==> config.mk <==
export PLATFORM = sky130hd
export DESIGN_NAME = sirv_otp_ctrl
export DESIGN_NICKNAME = d
export VERILOG_FILES = /design/src/rtl/sirv_otp_pkg.sv /design/src/rtl/sirv_otp_rr_arb.sv /design/src/rtl/sirv_otp_ctrl.sv
export SDC_FILE = /design/constraint.sdc
export NUM_CORES = 1
export LEC_CHECK = 0
export BUFFER_PORTS_ARGS = -buffer_cell sky130_fd_sc_hd__buf_2
export CAP_MARGIN = 20
export CORE_ASPECT_RATIO = 0.6
export CORE_UTILIZATION = 43
export CTS_CLUSTER_SIZE = 30
export DETAILED_ROUTE_END_ITERATION = 12
export PLACE_DENSITY = 0.81
export SYNTH_ARGS = -nofsm -noshare
export SYNTH_HDL_FRONTEND = slang
export SYNTH_SLANG_ARGS = --single-unit
==> constraint.sdc <==
create_clock -name clk -period 3.2 [get_ports clk]
set_input_delay 0.64 -clock clk [delete_from_list [all_inputs] [get_ports clk]]
set_output_delay 0.64 -clock clk [all_outputs]
set_load 0.02 [all_outputs]
==> src/rtl/sirv_otp_pkg.sv <==
// Shared definitions for the OTP controller: FSM encodings, default timing
// parameters and the port identifiers used by the arbiter and response mux.
package sirv_otp_pkg;

  typedef enum logic [1:0] {
    ST_IDLE = 2'd0,
    ST_READ = 2'd1,
    ST_PGM  = 2'd2,
    ST_RSP  = 2'd3
  } state_t;

  localparam int DEF_RD_LAT  = 2;
  localparam int DEF_PGM_CYC = 16;

  localparam logic PORT_F = 1'b0;
  localparam logic PORT_I = 1'b1;

endpackage

==> src/rtl/sirv_otp_rr_arb.sv <==
// Two-way round-robin arbiter between the fetch and register ports; the
// 'last' flop remembers which port won the most recent accepted command.
module sirv_otp_rr_arb
  import sirv_otp_pkg::*;
(
  input  logic       clk,
  input  logic       rst,
  input  logic [1:0] i_req,
  input  logic       i_accept,
  output logic [1:0] o_grant
);

  logic r_last;

  always_comb begin
    o_grant = 2'b00;
    case (i_req)
      2'b01:   o_grant = 2'b01;
      2'b10:   o_grant = 2'b10;
      // On a tie the port that did not win last time goes first.
      2'b11:   o_grant = (r_last == PORT_I) ? 2'b01 : 2'b10;
      default: o_grant = 2'b00;
    endcase
  end

  always_ff @(posedge clk or posedge rst) begin
    if (rst) begin
      r_last <= PORT_I;
    end else if (i_accept) begin
      r_last <= o_grant[PORT_I];
    end
  end

endmodule

==> src/rtl/sirv_otp_ctrl.sv <==
// OTP macro controller: arbitrates two ICB ports onto one macro, sequences
// fixed-latency reads and timed program pulses, and routes the response back.
module sirv_otp_ctrl
  import sirv_otp_pkg::*;
#(
  parameter int OTP_AW  = 10,
  parameter int RD_LAT  = DEF_RD_LAT,
  parameter int PGM_CYC = DEF_PGM_CYC
) (
  input  logic              clk,
  input  logic              rst,
  input  logic              f_icb_cmd_valid,
  output logic              f_icb_cmd_ready,
  input  logic [31:0]       f_icb_cmd_addr,
  input  logic              f_icb_cmd_read,
  input  logic [31:0]       f_icb_cmd_wdata,
  output logic              f_icb_rsp_valid,
  input  logic              f_icb_rsp_ready,
  output logic [31:0]       f_icb_rsp_rdata,
  output logic              f_icb_rsp_err,
  input  logic              i_icb_cmd_valid,
  output logic              i_icb_cmd_ready,
  input  logic [31:0]       i_icb_cmd_addr,
  input  logic              i_icb_cmd_read,
  input  logic [31:0]       i_icb_cmd_wdata,
  output logic              i_icb_rsp_valid,
  input  logic              i_icb_rsp_ready,
  output logic [31:0]       i_icb_rsp_rdata,
  output logic              i_icb_rsp_err,
  output logic              otp_ce,
  output logic              otp_pgm,
  output logic [OTP_AW-1:0] otp_addr,
  output logic [31:0]       otp_wdata,
  input  logic [31:0]       otp_rdata
);

  localparam int MAXC = (RD_LAT > PGM_CYC) ? RD_LAT : PGM_CYC;
  localparam int CW   = $clog2(MAXC + 1);

  state_t              r_state;
  logic [CW-1:0]       r_cnt;
  logic                r_owner;
  logic                r_ce;
  logic                r_pgm;
  logic [OTP_AW-1:0]   r_addr;
  logic [31:0]         r_wdata;
  logic [31:0]         r_rdata;
  logic                r_err;
  logic                r_rspValid;

  logic [1:0]          w_req;
  logic [1:0]          w_grant;
  logic                w_idle;
  logic                w_accept;
  logic                w_selI;
  logic [31:0]         w_cmdAddr;
  logic                w_cmdRead;
  logic                w_rspReady;
  logic                w_unused;

  assign w_req      = {i_icb_cmd_valid, f_icb_cmd_valid};
  assign w_idle     = (r_state == ST_IDLE);
  assign w_accept   = w_idle & (|w_grant);
  assign w_selI     = w_grant[PORT_I];
  assign w_cmdAddr  = w_selI ? i_icb_cmd_addr : f_icb_cmd_addr;
  assign w_cmdRead  = w_selI ? i_icb_cmd_read : f_icb_cmd_read;
  assign w_rspReady = (r_owner == PORT_I) ? i_icb_rsp_ready : f_icb_rsp_ready;

  // Byte offset and bits above the macro range are decoded upstream.
  assign w_unused = ^{f_icb_cmd_wdata, w_cmdAddr[31:OTP_AW+2], w_cmdAddr[1:0]};

  sirv_otp_rr_arb u_arb (
    .clk      (clk),
    .rst      (rst),
    .i_req    (w_req),
    .i_accept (w_accept),
    .o_grant  (w_grant)
  );

  assign f_icb_cmd_ready = w_idle & w_grant[PORT_F];
  assign i_icb_cmd_ready = w_idle & w_grant[PORT_I];

  assign f_icb_rsp_valid = r_rspValid & (r_owner == PORT_F);
  assign i_icb_rsp_valid = r_rspValid & (r_owner == PORT_I);
  assign f_icb_rsp_rdata = f_icb_rsp_valid ? r_rdata : 32'h0;
  assign i_icb_rsp_rdata = i_icb_rsp_valid ? r_rdata : 32'h0;
  assign f_icb_rsp_err   = f_icb_rsp_valid & r_err;
  assign i_icb_rsp_err   = i_icb_rsp_valid & r_err;

  assign otp_ce    = r_ce;
  assign otp_pgm   = r_pgm;
  assign otp_addr  = r_addr;
  assign otp_wdata = r_wdata;

  always_ff @(posedge clk or posedge rst) begin
    if (rst) begin
      r_state    <= ST_IDLE;
      r_cnt      <= '0;
      r_owner    <= PORT_F;
      r_ce       <= 1'b0;
      r_pgm      <= 1'b0;
      r_addr     <= '0;
      r_wdata    <= 32'h0;
      r_rdata    <= 32'h0;
      r_err      <= 1'b0;
      r_rspValid <= 1'b0;
    end else begin
      case (r_state)
        ST_IDLE: begin
          if (w_accept) begin
            r_owner <= w_selI;
            if (w_cmdRead) begin
              r_state <= ST_READ;
              r_cnt   <= CW'(RD_LAT - 1);
              r_ce    <= 1'b1;
              r_addr  <= w_cmdAddr[OTP_AW+1:2];
            end else if (w_selI) begin
              r_state <= ST_PGM;
              r_cnt   <= CW'(PGM_CYC - 1);
              r_ce    <= 1'b1;
              r_pgm   <= 1'b1;
              r_addr  <= w_cmdAddr[OTP_AW+1:2];
              r_wdata <= i_icb_cmd_wdata;
            end else begin
              // The fetch port may not program; answer with an error at once.
              r_state    <= ST_RSP;
              r_rdata    <= 32'h0;
              r_err      <= 1'b1;
              r_rspValid <= 1'b1;
            end
          end
        end
        ST_READ: begin
          if (r_cnt == '0) begin
            r_state    <= ST_RSP;
            r_rdata    <= otp_rdata;
            r_err      <= 1'b0;
            r_rspValid <= 1'b1;
            r_ce       <= 1'b0;
            r_addr     <= '0;
          end else begin
            r_cnt <= r_cnt - 1'b1;
          end
        end
        ST_PGM: begin
          if (r_cnt == '0) begin
            r_state    <= ST_RSP;
            r_rdata    <= 32'h0;
            r_err      <= 1'b0;
            r_rspValid <= 1'b1;
            r_ce       <= 1'b0;
            r_pgm      <= 1'b0;
            r_addr     <= '0;
            r_wdata    <= 32'h0;
          end else begin
            r_cnt <= r_cnt - 1'b1;
          end
        end
        ST_RSP: begin
          if (w_rspReady) begin
            r_state    <= ST_IDLE;
            r_rspValid <= 1'b0;
          end
        end
        default: r_state <= ST_IDLE;
      endcase
    end
  end

endmodule

# Word-level counts from Yosys, hierarchy flattened
# Cells that the tools add are included.
# word_totals
reg_bits	87
inputBits	168
word_cells	99
output_inout_bits	114
# classes
add_sub_neg	1
reduce_logical	15
eq_ne	16
bitwise_logic	8
n_mux	48
# ops
operator	count
two-way mux 32 bit	10
one-hot mux 32 bit (3 select lines)	1
one-hot mux 32 bit (2 select lines)	1
two-way mux 10 bit	4
two-way mux 5 bit	4
one-hot mux 10 bit (2 select lines)	1
AND reduction 5 bit	3
two-way mux 1 bit	14
!= test 2 bit, second input constant	7
two-way mux 12 bit	1
one-hot mux 2 bit (3 select lines)	2
two-way mux 2 bit	5
one-hot mux 5 bit (2 select lines)	1
== test 2 bit, second input constant	4
AND reduction 4 bit	2
AND 1 bit	7
one-hot mux 1 bit (2 select lines)	3
AND reduction 6 bit	1
zero test 5 bit	1
subtractor 5 x 1 -> 5 bit, second input constant	1
== test 2 x 1 -> 1 bit, second input constant	2
!= test 2 x 1 -> 1 bit, second input constant	2
nonzero test 2 bit	2
OR reduction 2 bit	2
other kinds (7)	7

# Longest topological paths before layout
# logic_depth
ltp_word	7
mapped_depth	8
mapped_depth_nobuf	6

# By module
# Synthesis repeated with hierarchy kept, for this count alone.
# unflattened
hier_cells	383
area_unflattened_um2	4220.3
# by_module_without_submodules
mod	instances	seq_area_each_um2	cells_per_inst	area_per_inst_um2
sirv_otp_ctrl	1	2152.1	377	4152.7
sirv_otp_rr_arb	1	26.3	6	67.6

# Worst setup path before layout
# No wires, ideal clock.
# synth_path
kind	reg2out
startpoint	reg r_owner
endpoint	out f_icb_rsp_rdata[22]
path_buffers	2
t_arrival_ns	1.421
setup_slack_ns	1.139
path_stages_with_launch	5
required_ns	2.560
cell_sequence	dfrtp_1 -> clkbuf_1 -> nor2b_1 -> clkbuf_1 -> and2_1
# synth_via
elab_chain_cells	3
# synth_lines
element	line_no	rtl
from (decl)	sirv_otp_ctrl.sv:42	logic r_owner;
from (signal assigned)	sirv_otp_ctrl.sv:111	r_owner <= w_selI;
inverter 1 bit	sirv_otp_ctrl.sv:83	assign f_icb_rsp_valid = r_rspValid & (r_owner == PORT_F);
AND 1 bit	sirv_otp_ctrl.sv:83	
net f_icb_rsp_valid	sirv_otp_ctrl.sv:17	output logic f_icb_rsp_valid,
two-way mux 32 bit	sirv_otp_ctrl.sv:85	assign f_icb_rsp_rdata = f_icb_rsp_valid ? r_rdata : 32'h0;
to (decl)	sirv_otp_ctrl.sv:19	output logic [31:0] f_icb_rsp_rdata,
# The timed path passes the listed nets, and every way through them passes these cells.

# Worst setup path in the final report
# layout_path
startpoint	reg r_state[0]
endpoint	out i_icb_cmd_ready
# layout_via
elab_chain_cells	2
# layout_lines
element	line_no	rtl
from (decl)	sirv_otp_ctrl.sv:40	state_t r_state;
from (signal assigned)	sirv_otp_ctrl.sv:97	r_state <= ST_IDLE;
from (signal assigned)	sirv_otp_ctrl.sv:113	r_state <= ST_READ;
from (signal assigned)	sirv_otp_ctrl.sv:118	r_state <= ST_PGM;
zero test 2 bit	sirv_otp_ctrl.sv:62	assign w_idle = (r_state == ST_IDLE);
AND 1 bit	sirv_otp_ctrl.sv:81	assign i_icb_cmd_ready = w_idle & w_grant[PORT_I];
to (decl)	sirv_otp_ctrl.sv:22	output logic i_icb_cmd_ready,
# No other way between the ends.

==> run metrics <==
post-synthesis cell type count=just over 40; WP data required=2.56 ns; post-route ant nets=0; post-CTS resize count=0; Fin Setup TNS=0 ns; post-route minimum period=between 2 and 3 ns; Setup Viol. Count Final=0; Setup crit start kind=flip-flop; post-synthesis adder-cell area fraction=0.0169; share of cells above drive strength 1=0.405; Hold-fix buffers, CTS=0; main flop type after synthesis=dfrtp_1; Reg-to-Reg Start=r_state[0]; iteration-0 DRC count of the detailed router=about 200; CP Class=reg2out; DP HPWL=8220 um; clk_lat worst skew=0.34 ns; largest family of logic cells by synthesized area=simple AND/OR/NAND/NOR gates; Total Wirelength=11300 um; initial antenna violation count=0; Yosys reg bits=just under 90; critical path cell sequence=inv_1, ha_1, nand2_1, nor2_1, buf_2; Tcrit/Tclk final=0.808; RePlAce Congestion=0.776; Post-synth EDFFs=0; I/O pin total=282; delay-heaviest family, CP=adder cells; sequential share of the synthesized area=0.492; Synth Area in XOR/XNOR=0; Die Y=about 81 um; port bufs=205; most common cell after layout, fill and taps aside=buf_2; setup repair after global routing missed its margin=false; outcome=complete, no violations; initial core utilization=0.445; maxcap violations=0; vias in the first global route=3691; worst hold path type=in2async; syn_nets=598; Pleak=0.00334 uW; Synth Area in Simple Gates=0.170; WP data arrival=~2 ns; layout net count=796; Rows=28; global-route wire length before repair=around 18000 um; Hold Vio Cnt, Final=0; total CTS buffers=9; drt drc=0; Cells after Synth=424; fraction of registers with async set/reset=1.00; max-slew violation count=0; worst rel slew slack=0.566; grt ovf=0; wire length per cell=14.9 um; vias=3872; Worst Tran Pin Value=0.647 ns; Post-CTS Setup Inserts=0; mux share of post-synthesis cell area=0.106; Worst VDD drop=0.582 mV; Die W=133 um; slowest stage delay, CP=0.48 ns; Area growth syn-to-layout=33.2%; Crit-path slowest cell=ha_1; Synth warnings=0; largest net degree at the start of global routing=37; critical path buffer and inverter count=2; Die ar.=10700 um^2; Root Buffer=clkbuf_16; TritonCTS clock tree=done; pwr/cell area=1040 nW/um^2; n_diodes=0; Final Cell Area=5900 um^2; area post-placement=around 5600 um^2; drt first pass iters=4; Clock transition at path regs=roughly 0.070 ns; H-tree levels=3; worst reg-to-reg setup slack=0.75 ns; syn_area_per_cell=10.4 um^2; CTS Buffer Depth=2; worst reg2reg path endpoint=otp_wdata[27]; fmax=0.387 GHz; total track usage=0.215; most frequent cells in the layout=buf_2, dfrtp_1, nand2_1; skew final=0.0127 ns; synthesized cell area=4430 um^2; Synth Area in Compound Gates=0.148; R2R depth=6; Via density=about 5.1; clk sinks=87; Worst setup EP type=output pin; area of the core=9950 um^2; critical-path maximum fanout=14
==> state kept, by name (all words and copies together), names as in the netlist <==
name          cells
otp_addr         10
otp_ce            1
otp_pgm           1
otp_wdata        32
r_cnt             5
r_err             1
r_owner           1
r_rdata          32
r_rspValid        1
r_state           2
u_arb.r_last      1
==> kinds of logic (layout without fill, tap and decap cells) <==
logic type | count (synthesis) | after routing
mux | 47 | 47
simple gates | 139 | 139
compound gates | 75 | 75
buf+inv | 70 | 273
fa+ha+maj | 6 | 6
flops | 87 | 87
==> report_power, final <==
group	switching, uW	internal [uW]	total [uW]
Clock	446	635	1080
Combinational	2000	1270	3260
Sequential	289	1530	1820
==> cell type report <==
type                    instances  area [um^2]
clock buffers                  11          243
multi-input cells             267         1970
flip-flops and latches         87         2180
clock inverters                 5         65.1
repair buffers                217         1120
well taps                     135          169
fillers                       852         4050
inverters                      40          151
==> stage by stage <==
step	hold slack, ns	instances	util	total power (uW)	worst slack, ns
2_1_floorplan	0.499	424	-	4190	0.311
3_3_place_gp	0.458	745	0.561	4940	0.780
3_5_place_dp	0.460	745	0.561	5070	0.667
4_1_cts	0.357	761	0.592	6170	0.601
5_1_grt	0.385	762	0.593	6550	0.423
6_report	0.340	762	0.593	6160	0.614
==> worst register-to-register path, delay by kind of cell (launching register included) <==
family,cells,cell delay (ns)
and+or+nand+nor,2,0.82
buffers and inverters,2,0.48
DFF,1,0.41
adders and majority gates,1,0.48
AOI/OAI and AO/OA,1,0.19
==> metal layers <==
metal | up-vias | track usage | wire length [um]
met5 | - | 0 | 0
met4 | 0 | 0.0575 | 127
met3 | 13 | 0.0543 | 545
met2 | 121 | 0.370 | 5440
met1 | 1891 | 0.270 | 5230
li1 | 1847 | - | -
==> how the worst max path moves through the flow <==
stage	startpoint	to	slack (ns)	cells after the start
floorplan	rst	otp_addr[0]	0.31	1
global placement	r_state[0]	otp_wdata[9]	0.78	6
detailed placement	r_state[0]	otp_wdata[19]	0.67	6
CTS	r_state[0]	i_icb_cmd_ready	0.60	5
global route	r_state[0]	i_icb_cmd_ready	0.42	5
finish	r_state[0]	i_icb_cmd_ready	0.61	5
==> synthesized netlist by cell type (2+ instances only) <==
master | n | area, um^2
inv_1 | 40 | 150
o32ai_1 | 2 | 17.5
mux2i_1 | 46 | 460
and2_1 | 35 | 219
ha_1 | 6 | 75.1
and3_1 | 33 | 206
clkbuf_1 | 24 | 90.1
a31oi_1 | 3 | 18.8
a21oi_1 | 6 | 30.0
a21boi_0 | 2 | 15.0
a21bo_2 | 2 | 20.0
o2bb2ai_1 | 2 | 17.5
nor3_1 | 2 | 10.0
nand2b_1 | 2 | 12.5
a22o_1 | 33 | 289
a2bb2oi_1 | 2 | 17.5
dfrtp_1 | 86 | 2150
nor2b_1 | 2 | 12.5
o21ai_0 | 5 | 25.0
o31ai_1 | 4 | 30.0
o31ai_2 | 8 | 100
nor2_1 | 6 | 22.5
nand2_1 | 52 | 195
buf_6 | 4 | 45.0
Power figures use the tool's default switching activity.
